[src/rtl/bus_arbiter.sv]
// Two-master (instruction fetch / data) arbiter onto one single-outstanding memory bus.
// Optional bus timeout is compiled in with `define BUS_ARB_TIMEOUT_EN.
module bus_arbiter #(
  parameter int unsigned INST_STARVE_LIMIT = 4,
  parameter int unsigned TIMEOUT_CYCLES    = 255
) (
  input  logic        clk,
  input  logic        rst,
  input  logic        inst_req,
  input  logic [31:0] inst_addr,
  output logic [31:0] inst_rdata,
  output logic        inst_done,
  output logic        inst_err,
  input  logic        data_req,
  input  logic        data_we,
  input  logic [3:0]  data_be,
  input  logic [31:0] data_addr,
  input  logic [31:0] data_wdata,
  output logic [31:0] data_rdata,
  output logic        data_done,
  output logic        data_err,
  output logic        bus_req,
  output logic        bus_we,
  output logic [3:0]  bus_be,
  output logic [31:0] bus_addr,
  output logic [31:0] bus_wdata,
  input  logic [31:0] bus_rdata,
  input  logic        bus_ready
);

  localparam int unsigned SW = $clog2(INST_STARVE_LIMIT + 1);
  localparam logic [SW-1:0] STARVE_MAX = SW'(INST_STARVE_LIMIT);

  typedef enum logic [1:0] {
    IDLE      = 2'd0,
    BUSY_DATA = 2'd1,
    BUSY_INST = 2'd2
  } state_e;

  state_e        state_q, state_d;
  logic [SW-1:0] starve_q, starve_d;
  logic          bus_req_q, bus_req_d;
  logic          bus_we_q, bus_we_d;
  logic [3:0]    bus_be_q, bus_be_d;
  logic [31:0]   bus_addr_q, bus_addr_d;
  logic [31:0]   bus_wdata_q, bus_wdata_d;
  logic          inst_done_q, inst_done_d;
  logic          inst_err_q, inst_err_d;
  logic [31:0]   inst_rdata_q, inst_rdata_d;
  logic          data_done_q, data_done_d;
  logic          data_err_q, data_err_d;
  logic [31:0]   data_rdata_q, data_rdata_d;

  logic          under_limit, data_pri, grant_data, grant_inst, inst_pend;
  logic          tmo_hit, fin, fin_err;
  logic [31:0]   fin_rdata;

  // A master completing this cycle keeps its priority claim but cannot be
  // granted; the other master only wins if it would have won anyway.
  assign under_limit = (starve_q < STARVE_MAX);
  assign data_pri    = data_req & (~inst_req | under_limit);
  assign grant_data  = data_pri & ~data_done_q;
  assign grant_inst  = ~data_pri & inst_req & ~inst_done_q;
  assign inst_pend   = inst_req & ~inst_done_q;

`ifdef BUS_ARB_TIMEOUT_EN
  localparam int unsigned TW = $clog2(TIMEOUT_CYCLES + 1);
  localparam logic [TW-1:0] TMO_MAX = TW'(TIMEOUT_CYCLES);
  logic [TW-1:0] tmo_q, tmo_d;

  assign tmo_hit = (tmo_q == TMO_MAX);

  // Busy-cycle counter; held at zero in IDLE so every grant starts fresh.
  always_comb begin
    tmo_d = tmo_q;
    if (state_q == IDLE) begin
      tmo_d = {TW{1'b0}};
    end else if (tmo_hit) begin
      tmo_d = tmo_q;
    end else begin
      tmo_d = tmo_q + 1'b1;
    end
  end

  always_ff @(posedge clk) begin
    if (rst) begin
      tmo_q <= {TW{1'b0}};
    end else begin
      tmo_q <= tmo_d;
    end
  end
`else
  localparam int unsigned tmo_unused = TIMEOUT_CYCLES;
  assign tmo_hit = 1'b0;
`endif

  // bus_ready wins over a coincident timeout.
  assign fin       = bus_ready | tmo_hit;
  assign fin_err   = tmo_hit & ~bus_ready;
  assign fin_rdata = (bus_ready & ~bus_we_q) ? bus_rdata : 32'h0000_0000;

  always_comb begin
    state_d      = state_q;
    starve_d     = starve_q;
    bus_req_d    = bus_req_q;
    bus_we_d     = bus_we_q;
    bus_be_d     = bus_be_q;
    bus_addr_d   = bus_addr_q;
    bus_wdata_d  = bus_wdata_q;
    inst_done_d  = 1'b0;
    inst_err_d   = 1'b0;
    inst_rdata_d = inst_rdata_q;
    data_done_d  = 1'b0;
    data_err_d   = 1'b0;
    data_rdata_d = data_rdata_q;
    case (state_q)
      IDLE: begin
        if (grant_data) begin
          state_d     = BUSY_DATA;
          bus_req_d   = 1'b1;
          bus_we_d    = data_we;
          bus_be_d    = data_be;
          bus_addr_d  = data_addr;
          bus_wdata_d = data_wdata;
          if (~inst_pend) begin
            starve_d = {SW{1'b0}};
          end else if (under_limit) begin
            starve_d = starve_q + 1'b1;
          end else begin
            starve_d = starve_q;
          end
        end else if (grant_inst) begin
          state_d     = BUSY_INST;
          bus_req_d   = 1'b1;
          bus_we_d    = 1'b0;
          bus_be_d    = 4'hF;
          bus_addr_d  = inst_addr;
          bus_wdata_d = 32'h0000_0000;
          starve_d    = {SW{1'b0}};
        end else if (~inst_pend) begin
          starve_d = {SW{1'b0}};
        end else begin
          starve_d = starve_q;
        end
      end
      BUSY_DATA: begin
        if (fin) begin
          state_d      = IDLE;
          bus_req_d    = 1'b0;
          data_done_d  = 1'b1;
          data_err_d   = fin_err;
          data_rdata_d = fin_rdata;
        end else begin
          state_d = BUSY_DATA;
        end
      end
      BUSY_INST: begin
        if (fin) begin
          state_d      = IDLE;
          bus_req_d    = 1'b0;
          inst_done_d  = 1'b1;
          inst_err_d   = fin_err;
          inst_rdata_d = fin_rdata;
        end else begin
          state_d = BUSY_INST;
        end
      end
      default: begin
        state_d   = IDLE;
        bus_req_d = 1'b0;
      end
    endcase
  end

  always_ff @(posedge clk) begin
    if (rst) begin
      state_q      <= IDLE;
      starve_q     <= {SW{1'b0}};
      bus_req_q    <= 1'b0;
      bus_we_q     <= 1'b0;
      bus_be_q     <= 4'h0;
      bus_addr_q   <= 32'h0000_0000;
      bus_wdata_q  <= 32'h0000_0000;
      inst_done_q  <= 1'b0;
      inst_err_q   <= 1'b0;
      inst_rdata_q <= 32'h0000_0000;
      data_done_q  <= 1'b0;
      data_err_q   <= 1'b0;
      data_rdata_q <= 32'h0000_0000;
    end else begin
      state_q      <= state_d;
      starve_q     <= starve_d;
      bus_req_q    <= bus_req_d;
      bus_we_q     <= bus_we_d;
      bus_be_q     <= bus_be_d;
      bus_addr_q   <= bus_addr_d;
      bus_wdata_q  <= bus_wdata_d;
      inst_done_q  <= inst_done_d;
      inst_err_q   <= inst_err_d;
      inst_rdata_q <= inst_rdata_d;
      data_done_q  <= data_done_d;
      data_err_q   <= data_err_d;
      data_rdata_q <= data_rdata_d;
    end
  end

  assign bus_req    = bus_req_q;
  assign bus_we     = bus_we_q;
  assign bus_be     = bus_be_q;
  assign bus_addr   = bus_addr_q;
  assign bus_wdata  = bus_wdata_q;
  assign inst_done  = inst_done_q;
  assign inst_err   = inst_err_q;
  assign inst_rdata = inst_rdata_q;
  assign data_done  = data_done_q;
  assign data_err   = data_err_q;
  assign data_rdata = data_rdata_q;

endmodule
[config.mk]
export PLATFORM = sky130hd
export DESIGN_NAME = bus_arbiter
export DESIGN_NICKNAME = d
export VERILOG_FILES = /design/src/rtl/bus_arbiter.sv
export SDC_FILE = /design/constraint.sdc
export NUM_CORES = 1
export LEC_CHECK = 0
export CAP_MARGIN = 10
export CELL_PAD_IN_SITES_DETAIL_PLACEMENT = 0
export CELL_PAD_IN_SITES_GLOBAL_PLACEMENT = 1
export CORE_AREA = 2 2 204 106
export DETAILED_ROUTE_END_ITERATION = 12
export DIE_AREA = 0 0 206 108
export GPL_ROUTABILITY_DRIVEN = 0
export GPL_TIMING_DRIVEN = 0
export PLACE_DENSITY = 0.85
export SETUP_SLACK_MARGIN = 0.15
export SYNTH_ARGS = -nofsm -noshare
export SYNTH_HDL_FRONTEND = slang
export SYNTH_SLANG_ARGS = --single-unit
export TNS_END_PERCENT = 20
[constraint.sdc]
create_clock -name clk -period 1.9 [get_ports clk]
set_clock_uncertainty 0.2 [all_clocks]
set_input_delay 0.38 -clock clk [delete_from_list [all_inputs] [get_ports clk]]
set_output_delay 0.38 -clock clk [all_outputs]
set_load 0.02 [all_outputs]
==> metrics.md <==
| Metric | Value |
|---|---|
| Status | complete, no violations |
| Drc violations | 0 |
| DRT iter0 DRCs | 299 |
| Setup WS post-layout | 0.1616 ns |
| Final hold violations | 0 |
| Synth top area share | 0.5037 |
| Post-Syn Instances | 705 |
| Overall global routing resource usage | 0.1927 |
| Critical path class | flop to output pin |
| Req. time, crit path | 1.32 ns |
| I/O pin count | 276 |
| Deepest clock path buffer count | 2 |
| Final ANT Viol Nets | 0 |
| Nets | 1153 |
| RSZ-0062 raised after global routing | true |
| Syn_area_per_cell | 7.949 µm² |
| Die Y | 108 µm |
| Setup TNS | 0 ns |
| Post-Syn Area | 5604 µm² |
| Worst slew margin | 0.5107 |
| Num rows | 37 |
| CTS sink cnt | 141 |
| Largest net degree at the start of global routing | 17 |
| Critical Path Start Type | flop |
| Final max-slew violation count | 0 |
| Antenna Cells | 0 |
| Grt total ovfl | 0 |
| Max-cap violation count | 0 |
| Worst Setup End Kind | output pin |
| TritonCTS clock tree | yes |
| Via count | 6055 |
| Seq/Total Area, Yosys | 0.5037 |
| Maximum vdd drop | 0.0005942 V |
| FILL cells | 2033 |
| Crit-path max FO | 5 |
| CTS Buf Count | 17 |
| Synth Register Bits | 141 |
| Top_reg_cell synth | dfxtp_1 |
| Final setup vio count | 0 |
| Area grow syn2layout | 69.37% |
| Final Critical Period | 1.738 ns |
| Input/output buffers | 272 |
| Latest clock arrival within the worst-skew pair | 0.41 ns |
| Dominant cell type by area after synthesis | dfxtp_1 |
| Area contributors post-synth | dfxtp_1 (50%), nand2_1 (15%), a21oi_1 (12%), a311oi_1 (5.2%), nor2b_1 (3.6%) |
| CP arrival | 1.16 ns |
| Min-delay worst type | flop to flop |
| Post-DP HPWL | 16170 µm |
| Drt total wl | 22280 µm |
| Top-count cell post-synth | nand2_1 |
| Upper clock frequency limit | 0.5753 GHz |
| Pleak | 4.060 nW |
| First-pass GRT wire length | 33240 µm |
| Synth warn | 0 |
| Clock Tree Root | clkbuf_16 |
| Slowest stage delay, CP | 0.43 ns |
| Ys async rst share | 0 |
| EDFF count, synth | 0 |
| Die W | 206 µm |
| Core Area | 20280 µm² |
| CP top delay family | flip-flops |
| Vias in the first global route | 5973 |
| WL/cell | 17.19 µm |
| Initial antenna violation count | 0 |
| Final Core Density | 0.4681 |
| Die area | 22250 µm² |
| Dpl ws | -0.5947 ns |
| PD cells | 1034 nW/µm² |
| WHS | 0.2524 ns |
| Initial core utilization | 0.2764 |
| WP buf/inv | 1 |
| Final period util | 0.9149 |
| CP max-delay cell | dfxtp_2 |
| Router iterations before antenna repair | 4 |
| Share of cells above drive strength 1 | 0.1153 |
| H-tree Lvls | 4 |
| Clk slew on worst S/H paths | 0.06 ns |
| Worst-Margin Slew | 0.7340 ns |
| Post-synth top cells | nand2_1 (230), dfxtp_1 (141), a21oi_1 (132), clkbuf_1 (42), a311oi_1 (33) |
| Via density per instance | 4.672 |
| Distinct cells, synth | 33 |
| Worst path cell trace | clkdlybuf4s15_2 |
==> cells by family (layout without fill, tap and decap cells) <==
logic type                 count (synthesis)  in the layout  synth area share
AOI/OAI and AO/OA                        214            214            0.2288
adders and majority gates                  5              5           0.01116
buffers and inverters                     64            381           0.04755
DFF                                      141            141            0.5037
other                                      1              2         0.0006691
and+or+nand+nor                          280            280            0.2081
==> final timing paths <==
check                           cells past startpoint              to  slack [ns]            from
worst max register to register                      5    bus_addr[28]        0.17     starve_q[2]
worst min register to register                      2  inst_rdata[12]        0.25  inst_rdata[12]
worst min-delay path                                2  inst_rdata[12]        0.25  inst_rdata[12]
worst max-delay path                                1       data_done        0.16       data_done
==> area by class of cell <==
| cell class | count | area (µm²) | share of cell area |
|---|---|---|---|
| plain buffers | 59 | 396.6 | 0.04179 |
| repair buffers | 285 | 2670 | 0.2813 |
| well taps | 273 | 341.6 | 0.03599 |
| inverters | 5 | 23.77 | 0.002505 |
| multi-input cells | 501 | 2611 | 0.2751 |
| clock inverters | 13 | 177.7 | 0.01872 |
| flip-flops and latches | 141 | 2828 | 0.2979 |
| clock buffers | 19 | 442.9 | 0.04666 |
==> what timing repair did <==
item / CTS / global route
setup endpoints to repair: 271 / 138
pin swaps: 5 / 9
setup buffers: 8 / 2
hold buffers: 0 / 0
gates cloned: 1 / 2
gates resized for setup: 202 / 56
==> layer usage <==
layer | GRT usage | share of wire | vias to the layer above
met5 | 0 | 0 | -
met4 | 0.06837 | 0.021 | 0
met3 | 0.03104 | 0.033 | 31
met2 | 0.3327 | 0.50 | 126
met1 | 0.2450 | 0.44 | 2891
li1 | - | - | 3007
==> worst reg2reg max path: stages (launching register included) <==
cell	delay (ns)
dfxtp_2	0.36
and2b_2	0.26
a2bb2oi_4	0.21
nor2_4	0.21
buf_4	0.23
a311oi_2	0.12
==> through the flow <==
step                cells  area, µm²  power [mW]
CTS                  1292       9330       9.743
finish               1296       9492       9.819
detailed placement   1251       8672       6.278
global placement     1251       8672       6.226
global route         1296       9492       10.30
floorplan             706       5608       4.930
==> placed cells by master (no fill, tap or decap), types with 3 or more instances in the layout <==
cell type / count
nor2b_1: 32
dfxtp_1: 137
nor2_4: 3
bufinv_16: 3
buf_6: 8
nand2_1: 228
inv_6: 5
clkbuf_1: 19
dfxtp_2: 4
nor2_1: 7
clkbuf_4: 9
o21ai_0: 22
o21ai_1: 12
clkinv_4: 3
buf_4: 20
buf_2: 3
clkdlybuf4s50_1: 134
clkbuf_8: 4
clkbuf_2: 9
a311oi_2: 6
inv_2: 3
o221a_2: 4
a21oi_1: 132
dlygate4sd2_1: 136
clkbuf_16: 17
a311oi_1: 27
==> where the power goes <==
group | internal (mW) | total [mW] | switching [mW]
clock | 2.14 | 3.56 | 1.42
sequential | 3.30 | 3.48 | 0.179
combinational | 1.17 | 2.78 | 1.62
total | 6.61 | 9.82 | 3.21
==> flip-flops by register name (all words and copies together), names as in the netlist <==
register / flops
bus_wdata: 32
bus_req: 1
data_done: 1
inst_rdata: 32
bus_be: 4
starve_q: 3
bus_addr: 32
data_rdata: 32
state_q: 2
bus_we: 1
inst_done: 1
Note: power is estimated with default switching activity, not from simulation.
